**src/rtl/mul_seq_pkg.sv**
```systemverilog
// Shared definitions for the sequential shift-add multiplier.
package mul_seq_pkg;

    localparam int LEN_DEF = 16;
    localparam int CNT_W_DEF = $clog2(LEN_DEF + 1);

    typedef enum logic [1:0] {
        IDLE = 2'd0,
        BUSY = 2'd1,
        FIN  = 2'd2
    } state_t;

endpackage

```
**src/rtl/mul_seq.sv**
```systemverilog
// Radix-2 sequential unsigned multiplier: Y = (A*B) mod 2^LEN, one multiplier bit per clock.
module mul_seq
    import mul_seq_pkg::*;
#(
    parameter int LEN = LEN_DEF
) (
    input  logic           CLK,
    input  logic           RST,
    input  logic           START,
    input  logic [LEN-1:0] A,
    input  logic [LEN-1:0] B,
    output logic           DONE,
    output logic [LEN-1:0] Y
);

    localparam int CW = $clog2(LEN + 1);
    localparam logic [CW-1:0] LAST_STEP = CW'(LEN - 1);

    state_t         r_state;
    logic [LEN-1:0] r_mcand;
    logic [LEN-1:0] r_mplier;
    logic [LEN-1:0] r_acc;
    logic [CW-1:0]  r_count;
    logic           r_done;

    // FSM and shift-add datapath; START restarts from any state, RST overrides everything
    always_ff @(posedge CLK) begin
        if (RST) begin
            r_state  <= IDLE;
            r_mcand  <= {LEN{1'b0}};
            r_mplier <= {LEN{1'b0}};
            r_acc    <= {LEN{1'b0}};
            r_count  <= {CW{1'b0}};
            r_done   <= 1'b0;
        end else if (START) begin
            r_state  <= BUSY;
            r_mcand  <= A;
            r_mplier <= B;
            r_acc    <= {LEN{1'b0}};
            r_count  <= {CW{1'b0}};
            r_done   <= 1'b0;
        end else begin
            case (r_state)
                BUSY: begin
                    if (r_mplier[0]) begin
                        r_acc <= r_acc + r_mcand;
                    end else begin
                        r_acc <= r_acc;
                    end
                    r_mcand  <= {r_mcand[LEN-2:0], 1'b0};
                    r_mplier <= {1'b0, r_mplier[LEN-1:1]};
                    r_count  <= r_count + {{(CW-1){1'b0}}, 1'b1};
                    // Last of the LEN steps: result complete on this edge
                    if (r_count == LAST_STEP) begin
                        r_state <= FIN;
                        r_done  <= 1'b1;
                    end else begin
                        r_state <= BUSY;
                        r_done  <= 1'b0;
                    end
                end
                IDLE, FIN: begin
                    r_state <= r_state;
                    r_done  <= r_done;
                end
                default: begin
                    r_state <= IDLE;
                    r_done  <= 1'b0;
                end
            endcase
        end
    end

    assign DONE = r_done;
    assign Y    = r_acc;

endmodule

```
**config.mk**
```make
export PLATFORM = sky130hd
export DESIGN_NAME = mul_seq
export DESIGN_NICKNAME = d
export VERILOG_FILES = /design/src/rtl/mul_seq_pkg.sv /design/src/rtl/mul_seq.sv
export SDC_FILE = /design/constraint.sdc
export NUM_CORES = 1
export LEC_CHECK = 0
export CORE_MARGIN = 8
export CORE_UTILIZATION = 54
export DETAILED_ROUTE_END_ITERATION = 8
export PLACE_DENSITY = 0.81
export SYNTH_ARGS = -nofsm -noshare
export SYNTH_HDL_FRONTEND = slang
export SYNTH_SLANG_ARGS = --single-unit
```
**constraint.sdc**
```tcl
create_clock -name CLK -period 2.4 [get_ports CLK]
set_input_delay 0.48 -clock CLK [delete_from_list [all_inputs] [get_ports CLK]]
set_output_delay 0.48 -clock CLK [all_outputs]
set_load 0.005 [all_outputs]
```
; Word level (Yosys, flattened, before mapping)
; Cells that the tools add are included.
[word_totals]
register_bits = 56
inputBits = 35
out_inout_bits = 17
word_cells = 27
[op_classes]
n_addsub = 2
n_eq_ne = 4
mux = 9
reduce_logical = 5
[op_table]
columns = op, n
row1 = two-way mux 16 bit, 4
row2 = adder 16 bit, 1
row3 = adder 5 x 1 -> 5 bit (second input constant), 1
row4 = equality test 5 x 4 -> 1 bit (second input constant), 1
row5 = case mux 2 bit (2 select lines), 1
row6 = OR reduction 2 bit, 2
row7 = equality test 2 x 1 -> 1 bit (second input constant), 1
row8 = equality test 2 bit (second input constant), 1
row9 = logical NOT 2 bit, 1
row10 = two-way mux 1 bit, 2
row11 = two-way mux 2 bit, 1
row12 = inequality test 2 bit (second input constant), 1
row13 = case mux 1 bit (2 select lines), 1
row14 = AND reduction 2 bit, 1
row15 = nonzero test 2 bit, 1

; Depth between registers and ports, before layout
; Gate-level depths: netlist (run 1).
[logic_depth]
word_depth = 4
depth_mapped = 7
ltp_nobuf = 7

; Least setup slack after synthesis (run 1)
; OpenSTA, ideal clock, no wires.
[synth_timing]
kind = register to register
start = register r_acc[0] (netlist: Y[0])
end = register r_acc[12] (netlist: Y[12])
setup_time_ns = 0.125
arrival_time_ns = 1.984
t_required_ns = 2.275
slack_ns = 0.291
path_stages_with_launch = 8
path_buffers = 0
period_less_slack_ns = 2.109
cell_sequence = dfxtp_1 -> ha_1 -> fa_1 -> a21oi_1 -> o211ai_1 -> a2111oi_1 -> nor3_1 -> nand3b_1
[synth_via]
elab_chain_len = 1
[synth_lines]
columns = element, line
row1 = from (decl), mul_seq.sv:22  ; logic [LEN-1:0] r_acc;
row2 = from (signal assigned), mul_seq.sv:32  ; r_acc <= {LEN{1'b0}};
row3 = from (signal assigned), mul_seq.sv:39  ; r_acc <= {LEN{1'b0}};
row4 = from (signal assigned), mul_seq.sv:46  ; r_acc <= r_acc + r_mcand;
row5 = adder 16 bit, mul_seq.sv:46
; No other way between the ends.
; A chain may end at the register's enable or synchronous reset.

; Worst setup path in the final report (run 1)
; Ends and elaborated chain as after synthesis.

==> results.sh, run 1 <==
export IMPL_status="completed"
export IMPL_synth_largest_area_cell="dfxtp_1"
export IMPL_ctsResizeCount=0
export IMPL_start_kind="register"
export IMPL_pwr_share_clk_pct=36.8
export IMPL_cts_hold_fix_buffers=0
export IMPL_final_cells=502
export IMPL_dpl_hpwl_um=5380
export IMPL_cts_tree="done"
export IMPL_fp_dieW_um=92.3
export IMPL_rsz0062_at_grt="no"
export IMPL_intPower_mw=1.50
export IMPL_hold_viol=0
export IMPL_leakage_nw=1.57
export IMPL_path_buf_inv=0
export IMPL_grt_max_degree=66
export IMPL_criticalPathCategory="reg -> reg"
export IMPL_yosysWarnings=0
export IMPL_dr_first_iter_drc_count=153
export IMPL_die_area_mm2=0.00852
export IMPL_io_buffers=51
export IMPL_critPathMaxStageDelay_ps=440
export IMPL_finalSetupViolCount=0
export IMPL_min_path_type="reg -> reg"
export IMPL_startpoint="Y[0]$_SDFFE_PP0P_"
export IMPL_setup_slack_ps=218
export IMPL_overflow=0
export IMPL_fin_worst_skew_ps=5.12
export IMPL_cts_max_path_buffers=2
export IMPL_grt_usage_pct=17.9
export IMPL_syn_area_mm2=0.00315
export IMPL_cp_cell_sequence="ha_1 > fa_1 > a21oi_2 > o211ai_1 > a2111oi_2 > nor3_1 > nand3b_1"
export IMPL_clock_root_buffer="clkbuf_8"
export IMPL_routed_via_density=5.79
export IMPL_clk_pin_slew_ps=100
export IMPL_final_max_slew_viol_count=0
export IMPL_cp_max_fo=4
export IMPL_grt_pass1_wl_um=13000
export IMPL_grt_pass1_vias=2917
export IMPL_ys_seq_area_share_pct=35.0
export IMPL_p_comb_share_pct=13.6
export IMPL_yosys_top_cells_area="dfxtp_1 35%, mux2i_1 10%, nor2_1 8.7%"
export IMPL_htree_num_levels=2
export IMPL_drt_wirelength_per_cell_um=15.0
export IMPL_switching_share_pct=23.8
export IMPL_max_cap_viol_count=0
export IMPL_globalplace_congestion=0.878
export IMPL_numCtsBuffers=5
export IMPL_clock_latency_ps=310
export IMPL_antenna_found_initial=0
export IMPL_io_pins=52
export IMPL_grt_busiest_layer="met2"
export IMPL_required_ps=2600
export IMPL_place_ws_ps=93.6
export IMPL_min_period_over_period_pct=90.9
export IMPL_fmax_mhz=458
export IMPL_power_frac_seq_pct=49.6
export IMPL_syn_num_nets=439
export IMPL_finalNetCount=479
export IMPL_fp_dieH_um=92.3
export IMPL_vdd_ir_drop_max_mv=0.347
export IMPL_synth_seq_cells=55
export IMPL_clkSinkCount=55
export IMPL_worstMarginPinSlew_ps=607
export IMPL_syn_area_per_cell_um2=8.15
export IMPL_setup_tns_ps=0
export IMPL_hp_start="Y[3]$_SDFFE_PP0P_"
export IMPL_slew_headroom_pct=59.5
export IMPL_worst_setup_path_end_kind="register"
export IMPL_r2r_start="Y[0]$_SDFFE_PP0P_"
export IMPL_ant_nets=0
export IMPL_post_route_min_period_ps=2180
export IMPL_firstDrtPassIters=4
export IMPL_grtUsageMet3_pct=4.13
export IMPL_power_density_mw_per_mm2=511
export IMPL_gr_usage_met2_pct=30.3
export IMPL_start_util_pct=54.4
export IMPL_p_switching_uw=467
export IMPL_critPathArrivalTime_ps=2380
export IMPL_syn2layout_area_growth_pct=22.2
export IMPL_drc=0
export IMPL_use_met1_pct=22.1
export IMPL_drt_wl_total_um=7520
export IMPL_placed_cell_area_mm2=0.00370
export IMPL_route_vias_total=2905
export IMPL_crit_slowest_cell="fa_1"
export IMPL_core_area_mm2=0.00578
export IMPL_synthCells=386
export IMPL_synth_top_area_share_pct=35.0
export IMPL_drive_gt1_share_pct=6.09
export IMPL_dp_cells=494
export IMPL_synth_distinct_cells=51
export IMPL_n_fill_cell=510
export IMPL_path_delay_family="compound AO/OA/AOI/OAI gates"
export IMPL_n_antenna_cell=0
export IMPL_design_area_mm2=0.00384
export IMPL_rows=28
export IMPL_cts_setup_buffers=0
-- flip-flops by register name, summed over array words and instances (netlist names) --
signal,cells
r_count,5
r_state,2
Y,16
r_mcand,16
r_mplier,16
-- final timing paths --
kind / end / slack [ps] / cells after the start
setup / recovery: Y[12]$_SDFFE_PP0P_ / 220 / 7
hold / removal: Y[3]$_SDFFE_PP0P_ / 490 / 2
hold reg to reg: Y[3]$_SDFFE_PP0P_ / 490 / 2
setup reg to reg: Y[12]$_SDFFE_PP0P_ / 220 / 7
-- worst min-delay path, stage by stage, from the launching register on --
cell and delay [ps]:
dfxtp_1 340, nand2_1 60, a21oi_1 50
-- placed cells by master, fill, tap and decap left out, types with 4 or more instances in the layout --
cell type        instances
xor2_1                   5
buf_4                    6
nor2_1                  73
clkdlybuf4s50_1         50
o21ai_0                 10
clkbuf_8                 5
a21oi_1                 50
mux2i_1                 32
a211oi_1                 4
nand3_1                 20
or3_1                    5
and3_1                   7
inv_1                    7
o211ai_1                 4
nor3_1                   4
dfxtp_1                 55
a21o_1                   5
ha_1                    17
nand2_1                 15
-- kinds of logic (layout without fill, tap and decap cells) --
logic type	Yosys count	count (layout)	synth area share, %
muxes	32	32	10.2
AOI/OAI and AO/OA	101	101	20.9
xor gates and xnor gates	7	7	1.95
buffers and inverters	31	72	3.90
adders and majority gates	18	18	7.40
and+or+nand+nor	142	142	20.6
DFF	55	55	35.0
-- Yosys cell counts (all sizes together) --
library cell / n
o21ba: 1
or3: 5
a211o: 1
nor3b: 2
a22oi: 1
a21oi: 52
and3: 8
a211oi: 4
xor2: 5
a31o: 1
dfxtp: 55
and2: 3
nand4: 1
a221oi: 1
a2111oi: 3
a21o: 5
o21a: 1
o31ai: 2
nor2: 73
o21ai: 10
o2111ai: 2
a311o: 2
ha: 17
nor2b: 2
o2bb2ai: 1
a2111o: 1
or2: 3
buf: 9
nand2: 15
nor3: 4
o31a: 1
o211ai: 5
inv: 7
o21bai: 2
clkbuf: 15
fa: 1
xnor2: 2
nand3: 21
mux2i: 32
nor4: 2
o211a: 2
nand3b: 3
a31oi: 3
-- cell type report --
type                            instances  area (µm²)  area share, %
Multi-Input combinational cell        300        1940           50.4
Sequential cell                        55        1100           28.7
Tap cell                               75        93.8           2.44
Inverter                                7        26.3          0.684
Timing Repair Buffer                   57         551           14.3
Clock buffer                            6        72.6           1.89
Clock inverter                          2        60.1           1.56
-- power groups by stage --
stage	Clock (mW)	Combinational, mW	Sequential, mW
floorplan	0	0.173	0.987
global placement	0	0.259	0.994
detailed placement	0	0.263	0.995
CTS	0.736	0.266	0.974
global route	0.773	0.296	0.979
finish	0.723	0.266	0.974
-- through the flow --
step           hold WS [ps]  utilization (%)  total power [mW]
3_3_place_gp            463             64.0              1.25
5_1_grt                 514             66.5              2.05
3_5_place_dp            477             64.0              1.26
4_1_cts                 492             66.3              1.98
6_report                490             66.5              1.96
2_1_floorplan           465                -              1.16
-- per-layer routing --
metal,vias up,routed length [µm]
met5,-,0
met2,88,3640
met4,0,123
met1,1343,3400
li1,1463,-
met3,11,352
Power figures use the tool's default switching activity.
==> run 2: changes to the inputs <==
- CTS_CLUSTER_DIAMETER: not set -> 120
==> results of run 2 <==
Final layout, timing and power as in run 1 (identical DEF).
